**config.mk**
```make
export PLATFORM = sky130hd
export DESIGN_NAME = id_ex_stage
export DESIGN_NICKNAME = d
export VERILOG_FILES = /design/src/rtl/decode_pkg.sv /design/src/rtl/rv_regfile.sv /design/src/rtl/id_ex_stage.sv
export SDC_FILE = /design/constraint.sdc
export NUM_CORES = 2
export LEC_CHECK = 0
export ABC_AREA = 1
export ABC_CLOCK_PERIOD_IN_PS = 65800
export BUFFER_PORTS_ARGS = -buffer_cell sky130_fd_sc_hd__clkbuf_2
export CAP_MARGIN = 20
export CELL_PAD_IN_SITES_DETAIL_PLACEMENT = 0
export CELL_PAD_IN_SITES_GLOBAL_PLACEMENT = 1
export CORE_UTILIZATION = 40
export CTS_CLUSTER_DIAMETER = 120
export DETAILED_ROUTE_END_ITERATION = 8
export PLACE_DENSITY = 0.8
export SETUP_SLACK_MARGIN = 0.05
export SLEW_MARGIN = 20
export SYNTH_ARGS = -nofsm -noshare
export SYNTH_HDL_FRONTEND = slang
export SYNTH_SLANG_ARGS = --single-unit
export TNS_END_PERCENT = 30
```
**constraint.sdc**
```tcl
create_clock -name clk -period 65.8 [get_ports clk]
set_input_delay 6.58 -clock clk [delete_from_list [all_inputs] [get_ports clk]]
set_output_delay 6.58 -clock clk [all_outputs]
set_load 0.02 [all_outputs]
```
**src/rtl/decode_pkg.sv**
```systemverilog
// Shared decode types for the ID/EX slice: control bundle, instruction field
// positions and the RV32 control / immediate decoders.
package decode_pkg;

  typedef struct packed {
    logic       RegWrite;
    logic [1:0] ResultSrc;
    logic [2:0] MemWrite;
    logic [2:0] MemRead;
    logic       Jump;
    logic       Branch;
    logic [4:0] AluControl;
    logic       mux2;
    logic       mux3;
    logic       mux4;
  } ctrl_t;

  localparam ctrl_t      CTRL_NOP = '0;
  localparam logic [2:0] MEM_NONE = 3'd0;

  localparam int RS1_LSB = 15;
  localparam int RS2_LSB = 20;
  localparam int RD_LSB  = 7;

  localparam logic [6:0] OP_R      = 7'b0110011;
  localparam logic [6:0] OP_I      = 7'b0010011;
  localparam logic [6:0] OP_LOAD   = 7'b0000011;
  localparam logic [6:0] OP_STORE  = 7'b0100011;
  localparam logic [6:0] OP_BRANCH = 7'b1100011;
  localparam logic [6:0] OP_JAL    = 7'b1101111;
  localparam logic [6:0] OP_JALR   = 7'b1100111;
  localparam logic [6:0] OP_LUI    = 7'b0110111;
  localparam logic [6:0] OP_AUIPC  = 7'b0010111;

  // Access codes are 1-based so that 0 always means "no memory access".
  function automatic logic [2:0] load_code(input logic [2:0] f3);
    case (f3)
      3'b000:  load_code = 3'd1;
      3'b001:  load_code = 3'd2;
      3'b010:  load_code = 3'd3;
      3'b100:  load_code = 3'd4;
      3'b101:  load_code = 3'd5;
      default: load_code = MEM_NONE;
    endcase
  endfunction

  function automatic logic [2:0] store_code(input logic [2:0] f3);
    case (f3)
      3'b000:  store_code = 3'd1;
      3'b001:  store_code = 3'd2;
      3'b010:  store_code = 3'd3;
      default: store_code = MEM_NONE;
    endcase
  endfunction

  function automatic ctrl_t decode_ctrl(input logic [31:0] instr);
    ctrl_t      c;
    logic [2:0] f3;
    logic       f7b5;
    c    = CTRL_NOP;
    f3   = instr[14:12];
    f7b5 = instr[30];
    case (instr[6:0])
      OP_R: begin
        c.RegWrite   = 1'b1;
        c.AluControl = {1'b0, f7b5, f3};
      end
      OP_I: begin
        c.RegWrite   = 1'b1;
        c.mux2       = 1'b1;
        c.AluControl = {1'b0, (f3 == 3'b101) & f7b5, f3};
      end
      OP_LOAD: begin
        c.RegWrite  = 1'b1;
        c.mux2      = 1'b1;
        c.ResultSrc = 2'b01;
        c.MemRead   = load_code(f3);
      end
      OP_STORE: begin
        c.mux2     = 1'b1;
        c.MemWrite = store_code(f3);
      end
      OP_BRANCH: begin
        c.Branch     = 1'b1;
        c.AluControl = {2'b10, f3};
      end
      OP_JAL: begin
        c.RegWrite  = 1'b1;
        c.Jump      = 1'b1;
        c.ResultSrc = 2'b10;
        c.mux3      = 1'b1;
      end
      OP_JALR: begin
        c.RegWrite  = 1'b1;
        c.Jump      = 1'b1;
        c.ResultSrc = 2'b10;
        c.mux2      = 1'b1;
        c.mux4      = 1'b1;
      end
      OP_LUI: begin
        c.RegWrite  = 1'b1;
        c.ResultSrc = 2'b11;
      end
      OP_AUIPC: begin
        c.RegWrite = 1'b1;
        c.mux2     = 1'b1;
        c.mux3     = 1'b1;
      end
      default: c = CTRL_NOP;
    endcase
    return c;
  endfunction

  function automatic logic [31:0] ext_imm(input logic [31:0] i);
    case (i[6:0])
      OP_I, OP_LOAD, OP_JALR: ext_imm = {{20{i[31]}}, i[31:20]};
      OP_STORE:               ext_imm = {{20{i[31]}}, i[31:25], i[11:7]};
      OP_BRANCH:              ext_imm = {{19{i[31]}}, i[31], i[7], i[30:25], i[11:8], 1'b0};
      OP_JAL:                 ext_imm = {{11{i[31]}}, i[31], i[19:12], i[20], i[30:21], 1'b0};
      OP_LUI, OP_AUIPC:       ext_imm = {i[31:12], 12'h000};
      default:                ext_imm = 32'h0000_0000;
    endcase
  endfunction

endpackage

```
**src/rtl/rv_regfile.sv**
```systemverilog
// Two-read / one-write register file; x0 and out-of-range indices read as 0,
// optional write-through so a W-stage write is visible in the same cycle.
module rv_regfile #(
  parameter int XLEN   = 32,
  parameter int NREG   = 32,
  parameter int BYPASS = 1
) (
  input  logic            clk,
  input  logic            rst,
  input  logic [4:0]      ra1_i,
  input  logic [4:0]      ra2_i,
  input  logic            we_i,
  input  logic [4:0]      wa_i,
  input  logic [XLEN-1:0] wd_i,
  output logic [XLEN-1:0] rd1_o,
  output logic [XLEN-1:0] rd2_o
);

  localparam int AW = (NREG > 1) ? $clog2(NREG) : 1;

  logic [XLEN-1:0] mem_q [NREG];
  logic            wr_en_s;
  logic            ok1_s;
  logic            ok2_s;

  assign wr_en_s = we_i && (wa_i != 5'd0) && ({1'b0, wa_i} < 6'(NREG));
  assign ok1_s   = (ra1_i != 5'd0) && ({1'b0, ra1_i} < 6'(NREG));
  assign ok2_s   = (ra2_i != 5'd0) && ({1'b0, ra2_i} < 6'(NREG));

  always_ff @(posedge clk or posedge rst) begin
    if (rst) begin
      for (int i = 0; i < NREG; i++) begin
        mem_q[i] <= '0;
      end
    end else if (wr_en_s) begin
      mem_q[wa_i[AW-1:0]] <= wd_i;
    end
  end

  always_comb begin
    rd1_o = '0;
    if (!ok1_s) begin
      rd1_o = '0;
    end else if ((BYPASS != 0) && wr_en_s && (wa_i == ra1_i)) begin
      rd1_o = wd_i;
    end else begin
      rd1_o = mem_q[ra1_i[AW-1:0]];
    end
  end

  always_comb begin
    rd2_o = '0;
    if (!ok2_s) begin
      rd2_o = '0;
    end else if ((BYPASS != 0) && wr_en_s && (wa_i == ra2_i)) begin
      rd2_o = wd_i;
    end else begin
      rd2_o = mem_q[ra2_i[AW-1:0]];
    end
  end

endmodule

```
**src/rtl/id_ex_stage.sv**
```systemverilog
// Decode stage plus ID/EX pipeline register: operand read, load-use stall,
// bubble insertion on stall/flush and a saturating bubble counter.
module id_ex_stage
  import decode_pkg::*;
#(
  parameter int XLEN   = 32,
  parameter int NREG   = 32,
  parameter int BYPASS = 1
) (
  input  logic            clk,
  input  logic            rst,
  input  logic [31:0]     instrD,
  input  logic            validD,
  input  logic [XLEN-1:0] ResultW,
  input  logic            RegWriteW,
  input  logic [4:0]      RdW,
  input  logic            flushE,
  output logic            stallD,
  output logic [XLEN-1:0] RD1E,
  output logic [XLEN-1:0] RD2E,
  output logic [XLEN-1:0] ExtimmE,
  output logic            RegWriteE,
  output logic            JumpE,
  output logic            BranchE,
  output logic            mux2E,
  output logic            mux3E,
  output logic            mux4E,
  output logic [1:0]      ResultSrcE,
  output logic [2:0]      MemWriteE,
  output logic [2:0]      MemReadE,
  output logic [4:0]      AluControlE,
  output logic [4:0]      Rs1E,
  output logic [4:0]      Rs2E,
  output logic [4:0]      RdE,
  output logic            validE,
  output logic            illegalE,
  output logic [15:0]     bubble_cnt
);

  logic [4:0]      rs1_s, rs2_s, rd_s;
  logic [XLEN-1:0] rd1_s, rd2_s, op1_s, op2_s;
  logic            illegal_s, haz_s, bubble_s;
  ctrl_t           ctrl_s, ctrl_q;
  logic [XLEN-1:0] rd1_q, rd2_q, imm_q;
  logic [4:0]      rs1_q, rs2_q, rde_q;
  logic            valid_q, illegal_q;
  logic [15:0]     bcnt_q, bcnt_d;

  assign rs1_s = instrD[RS1_LSB +: 5];
  assign rs2_s = instrD[RS2_LSB +: 5];
  assign rd_s  = instrD[RD_LSB +: 5];

  assign illegal_s = ({1'b0, rs1_s} >= 6'(NREG)) || ({1'b0, rs2_s} >= 6'(NREG))
                  || ({1'b0, rd_s} >= 6'(NREG));

  rv_regfile #(.XLEN(XLEN), .NREG(NREG), .BYPASS(BYPASS)) u_rf (
    .clk   (clk),
    .rst   (rst),
    .ra1_i (rs1_s),
    .ra2_i (rs2_s),
    .we_i  (RegWriteW),
    .wa_i  (RdW),
    .wd_i  (ResultW),
    .rd1_o (rd1_s),
    .rd2_o (rd2_s)
  );

  assign op1_s = illegal_s ? '0 : rd1_s;
  assign op2_s = illegal_s ? '0 : rd2_s;

  // An illegal index still flows down the pipe but must not touch state.
  always_comb begin
    ctrl_s = decode_ctrl(instrD);
    if (!validD) begin
      ctrl_s = CTRL_NOP;
    end else if (illegal_s) begin
      ctrl_s.RegWrite = 1'b0;
      ctrl_s.MemWrite = MEM_NONE;
      ctrl_s.MemRead  = MEM_NONE;
    end else begin
      ctrl_s = decode_ctrl(instrD);
    end
  end

  assign haz_s    = valid_q && (ctrl_q.MemRead != MEM_NONE) && (rde_q != 5'd0)
                 && ((rde_q == rs1_s) || (rde_q == rs2_s));
  assign stallD   = haz_s && !flushE;
  assign bubble_s = flushE || haz_s;
  assign bcnt_d   = (bcnt_q == 16'hFFFF) ? bcnt_q : bcnt_q + 16'd1;

  always_ff @(posedge clk or posedge rst) begin
    if (rst) begin
      ctrl_q    <= CTRL_NOP;
      valid_q   <= 1'b0;
      illegal_q <= 1'b0;
      rd1_q     <= '0;
      rd2_q     <= '0;
      imm_q     <= '0;
      rs1_q     <= 5'd0;
      rs2_q     <= 5'd0;
      rde_q     <= 5'd0;
      bcnt_q    <= 16'd0;
    end else if (bubble_s) begin
      ctrl_q    <= CTRL_NOP;
      valid_q   <= 1'b0;
      illegal_q <= 1'b0;
      rd1_q     <= '0;
      rd2_q     <= '0;
      imm_q     <= '0;
      rs1_q     <= 5'd0;
      rs2_q     <= 5'd0;
      rde_q     <= 5'd0;
      bcnt_q    <= bcnt_d;
    end else begin
      ctrl_q    <= ctrl_s;
      valid_q   <= validD;
      illegal_q <= validD && illegal_s;
      rd1_q     <= op1_s;
      rd2_q     <= op2_s;
      imm_q     <= ext_imm(instrD);
      rs1_q     <= rs1_s;
      rs2_q     <= rs2_s;
      rde_q     <= rd_s;
    end
  end

  assign RD1E        = rd1_q;
  assign RD2E        = rd2_q;
  assign ExtimmE     = imm_q;
  assign RegWriteE   = ctrl_q.RegWrite;
  assign JumpE       = ctrl_q.Jump;
  assign BranchE     = ctrl_q.Branch;
  assign mux2E       = ctrl_q.mux2;
  assign mux3E       = ctrl_q.mux3;
  assign mux4E       = ctrl_q.mux4;
  assign ResultSrcE  = ctrl_q.ResultSrc;
  assign MemWriteE   = ctrl_q.MemWrite;
  assign MemReadE    = ctrl_q.MemRead;
  assign AluControlE = ctrl_q.AluControl;
  assign Rs1E        = rs1_q;
  assign Rs2E        = rs2_q;
  assign RdE         = rde_q;
  assign validE      = valid_q;
  assign illegalE    = illegal_q;
  assign bubble_cnt  = bcnt_q;

endmodule

```
==> impl_metrics.toml <==
[outcome]
status = "complete, no violations"

[detailed_routing]
viasPerCell = 5.80
antenna_left = 0
dr.first_iter.drc_count = 8920
remaining_drc_errors = 0
dr_total_vias = 62000
drt_wl_total_mm = 266
dr.pass1.iters = 7
wl_per_cell_um = 24.9

[floorplanning]
rows = 145
core_area_mm2 = 0.156
start_util_pct = 40.3
boundaryPins = 223
fp.dieArea_mm2 = 0.159
die_h_um = 399
die_w_um = 399

[power]
power.switching_uw = 671
pwr-share-comb_pct = 18.8
swShare_pct = 31.7
power.leakage_nw = 33.2
p_total_mw = 2.12
pwr_density_cell_mw_per_mm2 = 30.4
internal_power_mw = 1.45
irDropWorstVdd_mv = 0.0228
pwr-share-seq_pct = 43.7
clockPowerShare_pct = 37.6

[layout]
layout_common_cells = "nand2_1 (2522), o21ai_0 (1278), dfrtp_1 (1169)"
post-route-util_pct = 44.6
multi_input_area_mm2 = 0.0285
nets = 8599
drive_gt1_share_pct = 7.72
fill_cells = 15700
register_area_mm2 = 0.0293
finalInstanceArea_mm2 = 0.0697
area_growth_pct = 10.6
final_common_cell = "nand2_1"

[worst_setup_path]
setup.worst_path.start_class = "primary input"
reg2regPathDepth = 12
cp_max_fo = 24
critPathCaptureType = "primary output"
r2r_slack_ns = 62.62
critPathArrivalTime_ns = 8.52
r2r_start = "RdE[1]"
worstReg2RegEnd = "RD1E[21]"
critPathKind = "in2out"
cp.required_ns = 59.22

[logic_synthesis]
synth-async-reset-ratio_pct = 100
ys_warn_count = 0
syn_inst = 8802
avgSynthCellArea_um2 = 7.16
synth_area_mm2 = 0.0630
ys_types = 33
synth_edf_count = 0
ys_ff_latch = 1169
synth_seq_area_share_pct = 46.4
synth-main-ff-cell = "dfrtp_1"

[sta]
setup_viol_count_final = 0
rsz0062_at_grt = "no"
worst_slew_pin_slew_ns = 1.26
fin_setup_tns_ns = 0
maxSlewViolCount = 0
setup_ws_ns = 50.70
min_period_over_period_pct = 23.0
fmax_mhz = 66.2
finClkSkew_ns = 0.0378
max_slew_margin_pct = 16.1
min_period_ns = 15.10
hold_viol = 0

[clock_tree]
clockRootBuffer = "clkbuf_16"
cts_sinks = 1169
insertion_delay_ns = 0.80
clockBufferDepth = 3
htreeDepth = 4
cts_tree = "yes"
hold_buffers = 0
cts_resized = 0
clkTransAtPathRegs_ns = 0.05
cts_buffers = 139
postCtsSetupBuffers = 0

[grt]
grt_overflow = 0
grt_pass1_vias = 57500
grt_antenna_before_repair = 13
grt_max_degree = 193
grt_pass1_wl_mm = 390
grt_use_total_pct = 33.1

[placement]
place_area_mm2 = 0.0649
hpwl_mm = 143
pre_cts_ws_ns = 50.78
finalWeightedCongestion = 0.898
port_buffers = 220

[worst_hold_path]
holdCritStartpoint = "u_rf.mem_q[1001]"
hold_path_class = "reg2reg"
min_delay_path_depth = 0
min_to = "u_rf.mem_q[1001]"

[job]
max-cap-violations = 0
==> cell type report <==
type                       instances  share of cell area (%)
multi-input combinational       6214                    40.8
timing repair buffer             345                    3.22
antenna                           10                  0.0359
sequential                      1169                    42.0
tap                             2058                    3.69
clock buffer                     213                    6.14
clock inverter                    30                   0.526
inverter                         655                    3.59
==> power groups by stage <==
| stage | Clock [mW] | Sequential (mW) | Combinational [mW] |
|---|---|---|---|
| global route | 0.832 | 0.939 | 0.450 |
| global placement | 0 | 0.929 | 0.382 |
| floorplan | 0 | 0.924 | 0.277 |
| finish | 0.795 | 0.925 | 0.398 |
| CTS | 0.803 | 0.922 | 0.392 |
| detailed placement | 0 | 0.933 | 0.391 |
==> per-layer routing <==
| metal | track usage (%) | wire length, um | share of wire [%] |
|---|---|---|---|
| met2 | 50.3 | 116000 | 44 |
| met4 | 16.6 | 13700 | 5.2 |
| met1 | 44.5 | 107000 | 40 |
| met5 | 0 | 27 | 0.010 |
| met3 | 7.07 | 28600 | 11 |
==> synthesized netlist by cell type (8+ instances only) <==
| cell type | count | area [um^2] |
|---|---|---|
| o21ai_1 | 53 | 265 |
| o21ai_0 | 1278 | 6400 |
| buf_2 | 122 | 611 |
| nand3_1 | 685 | 3430 |
| clkinv_1 | 8 | 30.0 |
| or2_2 | 35 | 219 |
| nand2_2 | 8 | 50.1 |
| dfrtp_1 | 1169 | 29300 |
| a21oi_1 | 517 | 2590 |
| inv_1 | 641 | 2410 |
| o211ai_1 | 362 | 2720 |
| clkbuf_1 | 582 | 2180 |
| xnor2_1 | 13 | 114 |
| buf_1 | 57 | 214 |
| xor2_1 | 11 | 96.3 |
| nand2_1 | 2543 | 9550 |
| nor2_1 | 662 | 2480 |
| nor3_1 | 12 | 60.1 |
| nor3_2 | 9 | 90.1 |
==> sequential cells by signal, summed over array words and instances, names as in the netlist, 2 cells and up <==
name,cells
u_rf.mem_q,1024
ExtimmE,32
RD1E,32
RD2E,32
bubble_cnt,16
AluControlE,5
RdE,5
Rs1E,5
Rs2E,5
MemReadE,3
MemWriteE,2
ResultSrcE,2
==> worst max path at each step <==
| stage | start | end | slack (ns) | depth (start not counted) |
|---|---|---|---|---|
| after CTS | instrD[22] | stallD | 50.77 | 11 |
| after global placement | instrD[22] | stallD | 50.62 | 11 |
| after floorplan | rst | AluControlE[0] | 26.29 | 1 |
| after detailed placement | instrD[22] | stallD | 50.78 | 11 |
| after global routing | instrD[22] | stallD | 50.67 | 11 |
| final | instrD[24] | stallD | 50.70 | 11 |
==> worst max-delay path, stage by stage <==
cell,delay [ns]
clkbuf_2,0.10
buf_4,0.56
inv_2,0.27
nand2_1,0.12
nand2_1,0.06
nor2_1,0.14
nand3_1,0.13
nand2_1,0.10
nand2_1,0.14
nor2_1,0.13
clkbuf_2,0.18
==> kinds of logic after synthesis <==
group           count (synthesis)  share of synthesized area [%]
simple gates                 3974                           25.4
flops                        1169                           46.4
buf+inv                      1420                           8.72
other cells                     1                        0.00595
xor+xnor                       24                          0.334
fa+ha+maj                       1                         0.0199
compound gates               2213                           19.0
==> metrics by stage <==
step | cells | hold WS (ns)
3_5_place_dp | 10400 | 0.382
5_1_grt | 10700 | 0.405
2_1_floorplan | 8803 | 0.440
4_1_cts | 10700 | 0.394
3_3_place_gp | 10400 | 0.375
6_report | 10700 | 0.395
No activity file was read; power rests on OpenSTA's default activity.
